$ cat src/rtl/urng_taus_pair.sv
// urng_taus_pair: two taus88 generators packed into a 48/16-bit uniform pair
// behind a valid/ready output register, with seed loading and warm-up.
`default_nettype none

module urng_taus_pair #(
  parameter int WARMUP = 16
) (
  input  logic        clk,
  input  logic        rst_n,
  input  logic        seed_we,
  input  logic [2:0]  seed_sel,
  input  logic [31:0] seed_data,
  input  logic        start,
  input  logic        stop,
  output logic        busy,
  output logic        out_valid,
  input  logic        out_ready,
  output logic [47:0] u0,
  output logic [15:0] u1
);

  localparam int CW = (WARMUP < 1) ? 1 : $clog2(WARMUP + 1);

  // Generator state is packed {s3, s2, s1}.
  localparam logic [95:0] A_RST = {32'h0000_D431, 32'h0001_0932, 32'h0000_3039};
  localparam logic [95:0] B_RST = {32'h0F1E_2D3C, 32'h9ABC_DEF0, 32'h1234_5678};

  typedef enum logic [1:0] {
    IDLE = 2'd0,
    WARM = 2'd1,
    RUN  = 2'd2
  } state_e;

  function automatic logic [95:0] taus_next(input logic [95:0] s);
    logic [31:0] s1, s2, s3, b;
    s1 = s[31:0];
    s2 = s[63:32];
    s3 = s[95:64];
    b  = ((s1 << 13) ^ s1) >> 19;
    s1 = ((s1 & ~32'h1) << 12) ^ b;
    b  = ((s2 << 2) ^ s2) >> 25;
    s2 = ((s2 & ~32'h7) << 4) ^ b;
    b  = ((s3 << 3) ^ s3) >> 11;
    s3 = ((s3 & ~32'hF) << 17) ^ b;
    return {s3, s2, s1};
  endfunction

  // Seeds under a component's minimum would lock it at zero; lift them instead.
  function automatic logic [31:0] seed_fix(input logic [1:0] k, input logic [31:0] d);
    logic [31:0] m;
    m = (k == 2'd0) ? 32'd2 : (k == 2'd1) ? 32'd8 : 32'd16;
    return (d < m) ? d + m : d;
  endfunction

  state_e          state_q, state_d;
  logic [CW-1:0]   cnt_q, cnt_d;
  logic [95:0]     ga_q, ga_d, gb_q, gb_d;
  logic            valid_q, valid_d;
  logic [47:0]     u0_q, u0_d;
  logic [15:0]     u1_q, u1_d;

  logic [95:0]     ga_n, gb_n;
  logic [31:0]     wa, wb;

  assign ga_n = taus_next(ga_q);
  assign gb_n = taus_next(gb_q);
  assign wa   = ga_n[31:0] ^ ga_n[63:32] ^ ga_n[95:64];
  assign wb   = gb_n[31:0] ^ gb_n[63:32] ^ gb_n[95:64];

  always_comb begin
    state_d = state_q;
    cnt_d   = cnt_q;
    ga_d    = ga_q;
    gb_d    = gb_q;
    valid_d = valid_q;
    u0_d    = u0_q;
    u1_d    = u1_q;
    case (state_q)
      IDLE: begin
        if (seed_we) begin
          case (seed_sel)
            3'd0: ga_d[31:0]  = seed_fix(2'd0, seed_data);
            3'd1: ga_d[63:32] = seed_fix(2'd1, seed_data);
            3'd2: ga_d[95:64] = seed_fix(2'd2, seed_data);
            3'd3: gb_d[31:0]  = seed_fix(2'd0, seed_data);
            3'd4: gb_d[63:32] = seed_fix(2'd1, seed_data);
            3'd5: gb_d[95:64] = seed_fix(2'd2, seed_data);
            default: ;
          endcase
        end
        if (start && !stop) begin
          cnt_d   = CW'(WARMUP);
          state_d = (WARMUP == 0) ? RUN : WARM;
        end
      end
      WARM: begin
        if (stop) begin
          state_d = IDLE;
          valid_d = 1'b0;
        end else begin
          ga_d  = ga_n;
          gb_d  = gb_n;
          cnt_d = cnt_q - CW'(1);
          if (cnt_q == CW'(1)) state_d = RUN;
        end
      end
      RUN: begin
        if (stop) begin
          state_d = IDLE;
          valid_d = 1'b0;
        end else if (!valid_q || out_ready) begin
          ga_d    = ga_n;
          gb_d    = gb_n;
          u0_d    = {wa, wb[31:16]};
          u1_d    = wb[15:0];
          valid_d = 1'b1;
        end
      end
      default: state_d = IDLE;
    endcase
  end

  always_ff @(posedge clk or negedge rst_n) begin
    if (!rst_n) begin
      state_q <= IDLE;
      cnt_q   <= '0;
      ga_q    <= A_RST;
      gb_q    <= B_RST;
      valid_q <= 1'b0;
      u0_q    <= '0;
      u1_q    <= '0;
    end else begin
      state_q <= state_d;
      cnt_q   <= cnt_d;
      ga_q    <= ga_d;
      gb_q    <= gb_d;
      valid_q <= valid_d;
      u0_q    <= u0_d;
      u1_q    <= u1_d;
    end
  end

  assign busy      = (state_q != IDLE);
  assign out_valid = valid_q;
  assign u0        = u0_q;
  assign u1        = u1_q;

endmodule

`default_nettype wire

$ cat config.mk
export PLATFORM = sky130hd
export DESIGN_NAME = urng_taus_pair
export DESIGN_NICKNAME = d
export VERILOG_FILES = /design/src/rtl/urng_taus_pair.sv
export SDC_FILE = /design/constraint.sdc
export NUM_CORES = 1
export LEC_CHECK = 0
export CORE_UTILIZATION = 45
export CTS_BUF_LIST = sky130_fd_sc_hd__clkbuf_4 sky130_fd_sc_hd__clkbuf_8
export CTS_CLUSTER_DIAMETER = 150
export DETAILED_ROUTE_END_ITERATION = 16
export GPL_TIMING_DRIVEN = 0
export HOLD_SLACK_MARGIN = 0.06
export PLACE_DENSITY = 0.68
export SLEW_MARGIN = 10
export SYNTH_ARGS = -nofsm -noshare
export SYNTH_HDL_FRONTEND = slang
export SYNTH_SLANG_ARGS = --single-unit
$ cat constraint.sdc
create_clock -name clk -period 4.7 [get_ports clk]
set_clock_uncertainty 0.15 [all_clocks]
set_input_delay 0.47 -clock clk [delete_from_list [all_inputs] [get_ports clk]]
set_output_delay 0.47 -clock clk [all_outputs]
set_load 0.03 [all_outputs]
[Word-level counts from Yosys, hierarchy flattened]
Index checks and enable logic that the tools add are counted.
Storage, ports and cells
  bits in read-only memories: 0
  memory bits (writable): 0
  bits of input ports: 41
  latch bits: 0
  memories: 0
  register bits after elaboration: 264
Operators by class
  muxes and demuxes: 31
  shifts and indexed selects: 0
  magnitude comparators: 3
  divide/modulo/power cells: 0
  $mul: 0
  bitwise operators: 17
  eq/ne operators: 23
  add/sub/neg operators: 4
  reduce and logical (&&, ||, !) cells: 20
Operator list (count)
  $mux W96: 8
  $pmux W96 S3: 2
  $xor A32 B32 Y32: 10
  $mux W32: 9
  $xor A32 B13 Y32: 2
  $xor A32 B21 Y32: 2
  $xor A32 B7 Y32: 2
  $reduce_and A6 Y1: 6
  $add A32 B2 Y32 const B: 1
  $add A32 B4 Y32 const B: 1
  $add A32 B5 Y32 const B: 1
  $lt A32 B2 Y1 const B: 1
  $lt A32 B4 Y1 const B: 1
  $lt A32 B5 Y1 const B: 1
  $ne A2 B2 Y1 const B: 7
  $ne A2 B1 Y1 const B: 6
  $reduce_and A3 Y1: 4
  $mux W5: 2
  $pmux W5 S2: 1
  $mux W2: 4
  $eq A3 B2 Y1 const B: 2
  $eq A3 B3 Y1 const B: 2
  $ne A3 B3 Y1 const B: 2
  $pmux W2 S3: 1
  15 further kinds: 20

[Logic depth before layout (Yosys ltp)]
  depth in word-level cells: 5
  gate-level depth with buffers: 10
  depth with buffers taken out: 7

[Worst setup path after synthesis]
No wires, ideal clock.
  path type: reg-to-reg
  from: register state_q[1]
  to: register gb_q[76]
  data required time: 4486 ps
  clock period less this slack: 2123 ps
  data arrival time: 1908 ps
  setup time: 64 ps
  slack: 2577 ps
  buffers on the path: 3
  stages on the path, launching flop included: 11
  cell sequence: dfrtp_1 -> inv_1 -> ha_1 -> buf_2 -> nor2b_2 -> a31oi_1 -> or2_1 -> buf_2 -> buf_6 -> a211oi_2 -> a21o_1
On the way
  word-level cells in the longest chain between the ends: 3
Ends and longest elaborated chain
  start, declared: line 55  | state_e state_q, state_d;
  start signal, assigned: line 133  | state_q <= state_d;
  $eq A2 B2 Y1 (tied with other cells): line 78  | case (state_q)
  $ne A2 B2 Y1 (no source line) (tied with other cells)
  $reduce_and A6 Y1 (no source line)
  end signal, assigned: line 136  | gb_q <= gb_d;
  end, declared: line 57  | logic [95:0] ga_q, ga_d, gb_q, gb_d;
Parallel ways exist; a longest one is shown, timed or not.
A chain may end at the register's enable or synchronous reset.

[Worst setup path after layout]
  from: register state_q[0]
  to: register gb_q[86]
The elaborated chain is that of the path after synthesis.

==> flow_summary.toml <==
[outcome]
status = "finished clean"

[worst_setup_path]
startpoint_type = "register"
cp-end-kind = "register"
path_class = "register to register"
path_buf_inv = 3
crit_chain = "inv_1, ha_1, buf_2, clkbuf_1, nor2b_1, a21oi_1, o21ai_0"
crit_family = "simple AND/OR/NAND/NOR gates"
cp_slowest_cell = "nor2b_1"
slowest_delay_ns = 1.07
critical_path_arrival_ns = 3.20
cp_max_fo = 10
critPathRequiredTime_ns = 5.04
r2r_slack_ns = 1.84

[placement]
globalplace.congestion = 0.985
hpwl_mm = 33.6
dpl_cell_area_um2 = 14400
dp_cells = 1857
io_buffer_count = 105

[die]
num_io_pins = 107
coreArea_um2 = 27900
die_w_um = 171
die_h_um = 171
num_rows = 61
start_util_pct = 45.9
dieArea_um2 = 29200

[pwr]
power.density_nw_per_um2 = 928
leakage_nw = 6.39
vdd_ir_drop_max_uv = 295

[clock_tree]
post_cts_buffers = 0
hold_buffers = 1
root_buffer = "clkbuf_8"
cts_buffers = 44
cts.path.max_buffers = 3
cts.htree.levels = 2
cts_tree = "built"
clkTransAtPathRegs_ns = 0.07
ctsResizeCount = 0
numClockSinks = 248
clock_latency_ns = 0.57

[timing]
setup_viol = 0
timing.hold.ws_ns = 0.324
slew_headroom_pct = 9.49
max_slew.worst_pin.slew_ns = 1.35
fmaxAchievable_ghz = 0.349
hold_viol = 0
min_period_over_period_pct = 60.9
min_period_ns = 2.86
rsz0062_at_grt = "false"
setup-tns-final_ns = 0
final_max_slew_viol_count = 0

[yosys]
ys_seq_area_share_pct = 49.0
ys.warnings.count = 0
synth_cell_types = 56
synth.avg_cell_area_um2 = 9.34
synth_ff_type = "dfrtp_1"
netlist_instances = 1372
async_reset_ff_share_pct = 100
synth_edf_count = 0
syn-cell-area_um2 = 12800
synth_seq_cells = 248
syn_nets = 1424

[drt]
ant_nets = 0
dr.first_iter.drc_count = 1120
drt-pass1-iter-count = 7
drc_errors = 0
routedWlPerCell_um = 22.8
vias_per_cell = 5.75
wl_mm = 44.3
vias = 11200

[global_routing]
grt_pass1_vias = 10900
gr-usage-met1_pct = 43.2
grt-ovfl-total = 0
grt_max_degree = 96
grt_use_total_pct = 31.4
gr-usage-met2_pct = 44.1
grt_use_met3_pct = 11.2
grt_pass1_wl_mm = 66.5
grt_antenna_before_repair = 0
grt.busiest_layer = "met2"

[final_layout]
stdcell_area_um2 = 15400
finalNonFillerCells = 1941
area_growth_pct = 20.3
fillers = 2595
final_util_pct = 55.2
drive_above_1_share_pct = 12.2
nNetsFinal = 1578

[flow_run]
cap_violations = 0

[min_path]
hold_path.class = "input port to asynchronous set/reset pin"
[metrics by stage]
stage               setup WS [ns]  total power, mW
global route                 1.67             15.0
CTS                          1.88             14.1
floorplan                    2.58             8.95
detailed placement           1.58             11.8
finish                       1.84             14.3
global placement            -7.62             11.7
[layer usage]
| metal | wire length [µm] | part of all wire [%] |
|---|---|---|
| met2 | 18300 | 41 |
| met5 | 0 | 0 |
| met1 | 18400 | 42 |
| met4 | 2000 | 4.5 |
| met3 | 5600 | 13 |
[layout make-up]
class	count	area (µm²)	share of cell area, %
Sequential cell	248	6280	40.8
Clock buffer	73	898	5.83
Timing Repair Buffer	108	1120	7.28
Clock inverter	9	101	0.658
Multi-Input combinational cell	1018	6080	39.5
Buffer	93	400	2.60
Antenna cell	1	2.50	0.0162
Inverter	13	48.8	0.317
Tap cell	378	473	3.07
[registers in the layout, indices dropped and copies added, names as in the netlist]
signal     count
out_valid      1
u1            16
gb_q          88
cnt_q          5
u0            48
ga_q          88
state_q        2
[cell usage after synthesis (20+ instances only)]
| cell | instances | share of area, % |
|---|---|---|
| dfrtp_1 | 186 | 36 |
| o21ai_1 | 30 | 1.2 |
| nand2_1 | 241 | 7.1 |
| clkbuf_1 | 67 | 2.0 |
| a211oi_1 | 21 | 1.2 |
| dfstp_2 | 62 | 13 |
| nor2b_1 | 32 | 1.6 |
| xor2_1 | 52 | 3.6 |
| buf_2 | 20 | 0.78 |
| nor2_1 | 24 | 0.70 |
| a21oi_1 | 131 | 5.1 |
| o21ai_0 | 195 | 7.6 |
| xnor2_1 | 159 | 11 |
| a21o_1 | 31 | 1.8 |
[cell families after synthesis]
logic type | Yosys count | synth area share [%]
and+or+nand+nor | 349 | 12.3
buffers and inverters | 106 | 3.51
DFF | 248 | 49.0
muxes | 9 | 0.713
xor gates and xnor gates | 211 | 14.4
AOI/OAI and AO/OA | 438 | 19.0
adders and majority gates | 11 | 1.07
[worst paths after layout]
path                                        startpoint                    to  cells past startpoint
worst max-delay path            state_q[0]$_DFFE_PN0P_  gb_q[86]$_DFFE_PN0P_                      7
worst min-delay path                             rst_n    u0[10]$_DFFE_PN0P_                      2
worst max register to register  state_q[0]$_DFFE_PN0P_  gb_q[86]$_DFFE_PN0P_                      7
worst min register to register      u1[11]$_DFFE_PN0P_    u1[11]$_DFFE_PN0P_                      2
max in group asynchronous                        rst_n  ga_q[13]$_DFFE_PN1P_                      3
min in group clk                    u1[11]$_DFFE_PN0P_    u1[11]$_DFFE_PN0P_                      2
[worst reg2reg max path: stages, from the launching register on]
cell	delay, ns
dfrtp_1	0.37
inv_1	0.09
ha_1	0.29
buf_2	0.20
clkbuf_1	0.24
nor2b_1	1.08
a21oi_1	0.17
o21ai_0	0.22
[report_power, final]
group          switching [mW]  internal, mW  total [mW]
Combinational            4.92          2.86        7.78
Sequential              0.961          3.30        4.26
Clock                   0.939          1.32        2.26
Total                    6.82          7.48        14.3
[cell usage in the layout, fill, tap and decap left out, drive strengths merged, types with 8 or more instances in the layout]
master / instances
buf: 29
inv: 14
a211oi: 26
o21ai: 226
nor2b: 33
nor2: 25
a21o: 31
a31oi: 9
nor3: 9
clkbuf: 140
clkdlybuf4s50: 104
ha: 11
nand3: 10
xnor2: 159
a21oi: 131
nand2: 241
mux2i: 8
xor2: 52
dfrtp: 186
dfstp: 62
(Power assumes the default switching activity.)
==> edit 1: new RTL, same settings <==
`WARMUP`: 16 -> 32.
--- a/src/rtl/urng_taus_pair.sv
+++ b/src/rtl/urng_taus_pair.sv
@@ -3,7 +3,7 @@
 `default_nettype none
 
 module urng_taus_pair #(
-  parameter int WARMUP = 16
+  parameter int WARMUP = 32
 ) (
   input  logic        clk,
   input  logic        rst_n,
Check against the original RTL: same outputs for any inputs over 4 cycles, from zero or initial values and one cycle with rst_n low; that may be too few to reach the edited logic, so the function may still have changed.
==> edit 1 against the original RTL <==
Sequential cell count grew 1. Sequential share of layout area grew 0.16 points. First-iteration DRC count grew 0.80%. Clock power shrank 3%. Cell area barely moved. Sequential power decreased by 2%. Routed wire length increased by 1.1%. Power shrank 3.9%. Synthesized cell count up 0.36%. Count of clock-buffer cells in the layout is 5 lower. Worst setup slack got worse by 5.5 ps. Area after synthesis rose by 0.30%. Critical endpoint is now ga_q[55]$_DFFE_PN0P_. Highest routed layer is now met5.
==> edit 1: results (changes against the original RTL) <==
Status:
- The run finished with clean final reports.

Synthesis:
- The portion of synthesized cell area occupied by the leading cell type is 0.364 (+0.000851).
- The proportion of synthesized chip area in sequential cells was 0.491 (about the same).
- The average cell area after synthesis is 9.33 sq um (about the same).
- Sorting the synthesized cells by how often they occur yields nand2_1, dfrtp_1, xnor2_1.
- Ranked by total cell area, the synthesized netlist is headed by dfrtp_1, dfstp_2, xnor2_1.
- The number of distinct library cells after synthesis is 55 (-1.8%).
- The synthesized netlist net count is 1429 (+0.35%).

Cells and area:
- The number of nets in the finished design is 1584 (+0.38%).
- The post-layout instance count excluding filler cells is 1946 (+0.26%).
- The share of post-route cells with drive strength above 1 is 0.120 (-0.00166).

Critical path:
- The slack of the worst reg-to-reg path was 1830 ps (about the same).

Placement:
- The post-place setup slack is 1560 ps (-13.9 ps).
- The routability congestion estimate from global placement was 1.01 (+2.1%).

GRT:
- The first-pass GRT wire length is 66500 um (about the same).
- The global-route usage over all layers is 0.316 (+0.00170).
- The maximum number of pins on one net before global-route repair is 114 (+19%).
- The initial antenna violation count is 2 (+2).

Drt:
- The via-per-instance ratio is 5.66 (-1.4%).
- The mean routed wirelength per cell is 23.0 um (+0.84%).
- The detailed router's first-iteration violation count is 1129 (+0.80%).

Power and ir drop:
- The cell leakage power is 6.35 nW (-0.58%).
- The switching part of the total came to 0.476 (-0.000550).

Timing:
- The final period utilization came to 0.610 (+0.00117).
- The slew at the pin closest to its max-slew limit is 1410 ps (+51.7 ps).
edit 1: changes by cell type after synthesis, sizes merged, moves of 2 or more:
cell   change
mux2i      -3
nor2       +4
or3        +2
a21oi      -2
xor2       +2
nor2b      +2
edit 1: worst min path at each step:
stage                    startpoint              endpoint  slack (ps)
5_1_grt                       rst_n  ga_q[21]$_DFFE_PN0P_         220
4_1_cts                       rst_n  ga_q[21]$_DFFE_PN0P_         210
6_report                      rst_n  ga_q[14]$_DFFE_PN0P_         210
2_1_floorplan                 rst_n  cnt_q[0]$_DFFE_PN0P_          20
3_3_place_gp   gb_q[63]$_DFFE_PN1P_  gb_q[63]$_DFFE_PN1P_         310
3_5_place_dp                  rst_n    u0[35]$_DFFE_PN0P_         190
edit 1: power by group through the flow:
stage          clock network, mW  registers, mW  logic [mW]
2_1_floorplan                  0           4.26        4.40
3_3_place_gp                   0           4.15        7.07
3_5_place_dp                   0           4.18        7.16
4_1_cts                     2.21           4.15        7.20
5_1_grt                     2.32           4.27        7.86
6_report                    2.19           4.18        7.36
edit 1: cell type report:
| class | count | area share |
|---|---|---|
| sequential | 249 | 0.409 |
| inverter | 12 | 0.00292 |
| timing repair buffer | 108 | 0.0727 |
| tap | 378 | 0.0307 |
| buffer | 93 | 0.0257 |
| antenna | 1 | 0.000162 |
| clock buffer | 68 | 0.0542 |
| multi-input combinational | 1023 | 0.396 |
| clock inverter | 14 | 0.00812 |
edit 1: stage by stage:
stage          cell area [sq um]  hold slack, ps  power (mW)
5_1_grt                    15400             218        14.5
3_5_place_dp               14400             194        11.3
2_1_floorplan              12900            24.4        8.66
3_3_place_gp               14400             308        11.2
6_report                   15400             212        13.7
4_1_cts                    15400             209        13.6
edit 1: layer usage:
layer / track usage / share of wire
met2: 0.446 / 0.41
met4: 0.120 / 0.037
met5: 0.0226 / 0.0022
met3: 0.114 / 0.12
met1: 0.439 / 0.43
edit 1: cell families (layout without fill, tap and decap cells):
logic type / Yosys count / count (layout) / share of synthesized area
mux: 6 / 6 / 0.00477
simple gates: 358 / 358 / 0.126
other cells: 0 / 1 / 0
fa+ha+maj: 11 / 11 / 0.0107
flops: 249 / 249 / 0.491
buf+inv: 105 / 295 / 0.0344
xor+xnor: 214 / 214 / 0.146
compound gates: 434 / 434 / 0.187
edit 1: critical path: stages, from the launching register on:
cell	delay, ps
dfrtp_1	390
inv_1	80
ha_1	280
buf_2	190
clkbuf_1	240
nor2b_1	1060
a21oi_1	190
o21ai_1	210
==> edit 2: new RTL, same settings <==
Made on the original files. `u0_q` and `u1_q` no longer have a reset.
--- a/src/rtl/urng_taus_pair.sv
+++ b/src/rtl/urng_taus_pair.sv
@@ -127,17 +127,18 @@
       ga_q    <= A_RST;
       gb_q    <= B_RST;
       valid_q <= 1'b0;
-      u0_q    <= '0;
-      u1_q    <= '0;
     end else begin
       state_q <= state_d;
       cnt_q   <= cnt_d;
       ga_q    <= ga_d;
       gb_q    <= gb_d;
       valid_q <= valid_d;
-      u0_q    <= u0_d;
-      u1_q    <= u1_d;
     end
+  end
+
+  always_ff @(posedge clk) begin
+    u0_q <= u0_d;
+    u1_q <= u1_d;
   end
 
   assign busy      = (state_q != IDLE);
Check against the original RTL: not settled (the Yosys comparison gave no result); the edit may change what the design does.
==> edit 2 against the original RTL <==
Power fell by 9.0%. Count of clock-buffer cells in the layout is 5 lower. Clock power is 8% lower. Routed wire length is 7.7% lower. Sequential cell count is the same. Synthesized cell count shrank 11%. Area after synthesis fell by 1.5%. Global-route usage fell by 2.2 points. Non-clock buffer count shrank 15. Cell area down 1.9%. Worst setup slack lost 260 ps. Combinational power decreased by 15%. Sequential share of layout area rose by 2.9 points. Maximum frequency is 8.3% lower.
==> edit 2: results (changes against the original RTL) <==
Critical path:
- The data arrival time of the critical path is 3430 ps (+230 ps).
- For this design, the slowest cell found on the critical path is clkbuf_1.

Cells and area:
- The number of sequential storage elements is 248 (unchanged).
- The synthesis-to-finish area growth is 19.8%.
- The clock buffer instance count of the final layout is 68 (-6.8%).
- The count of filler cells inserted in the layout is 2427 (-6.5%).
- The post-layout instance count excluding filler cells is 1783 (-8.1%).
- The multi-input logic cell count is 885 (-13%).
- The fraction of area in clock buffers and inverters is 0.0602 (-0.00468).
- The share of post-route cells with drive strength above 1 came to 0.131 (+0.00947).

Placement:
- The post-place setup slack is 1590 ps (+14.5 ps).
- The half-perimeter wire length of the detailed placement result is 30400 um (-9.6%).
- The cell area after placement is 14200 sq um (-1.4%).

Drt:
- The post-detailed-routing wire length is 40900 um (-7.7%).
- The detailed router's first-iteration violation count is 1210 (+8.0%).

Power and ir drop:
- The worst voltage drop across the vdd grid came to 0.000295 V (about the same).

Synthesis:
- The area fraction in compound gates after synthesis is 0.165 (-0.0243).
- The synthesized netlist net count is 1276 (-10%).
- The adder-cell share of the synthesized area is 0.0109 (+0.000168).
- The xor and xnor area share after synthesis is 0.146 (+0.00226).
- The number of distinct library cells after synthesis is 59 (+5.4%).
- After synthesis, the cell types taking the most area are dfrtp_1, edfxtp_1, dfstp_2.

GRT:
- The via count of the first global-routing pass came to 9950 (-8.9%).
- The maximum number of pins on one net before global-route repair is 111 (+16%).

Status:
- The run finished with clean final reports.
[edit 2: cell count changes after synthesis, sizes merged, moves of 3 or more]
cell,delta
nand2,-92
edfxtp,+64
xnor2,+22
o31ai,+17
dfrtp,-64
nor2b,-3
clkbuf,-15
nor2,+42
xor2,-22
o21ai,-103
o21a,+3
[edit 2: final timing paths]
| check | startpoint | to | slack (ps) | cells past startpoint |
|---|---|---|---|---|
| max | state_q[0]$_DFFE_PN0P_ | ga_q[14]$_DFFE_PN0P_ | 1580 | 8 |
| min | rst_n | gb_q[22]$_DFFE_PN0P_ | 340 | 2 |
| max reg2reg | state_q[0]$_DFFE_PN0P_ | ga_q[14]$_DFFE_PN0P_ | 1580 | 8 |
| min reg2reg | gb_q[38]$_DFFE_PN1P_ | gb_q[38]$_DFFE_PN1P_ | 340 | 2 |
| max in group asynchronous | rst_n | ga_q[92]$_DFFE_PN0P_ | 3050 | 3 |
| min in group clk | gb_q[38]$_DFFE_PN1P_ | gb_q[38]$_DFFE_PN1P_ | 340 | 2 |
[edit 2: metal layers]
| layer | wire, um | vias up | GRT usage |
|---|---|---|---|
| met5 | 113 | - | 0.0365 |
| met4 | 1650 | 4 | 0.123 |
| met3 | 5220 | 103 | 0.102 |
| met2 | 16800 | 578 | 0.402 |
| met1 | 17200 | 4877 | 0.413 |
| li1 | - | 4529 | - |
[edit 2: power by group through the flow]
stage | logic (mW) | registers [mW] | clock network (mW)
floorplan | 4.48 | 4.07 | 0
global placement | 6.35 | 4.30 | 0
detailed placement | 6.46 | 4.32 | 0
CTS | 6.50 | 4.29 | 2.09
global route | 7.13 | 4.39 | 2.19
finish | 6.61 | 4.33 | 2.07
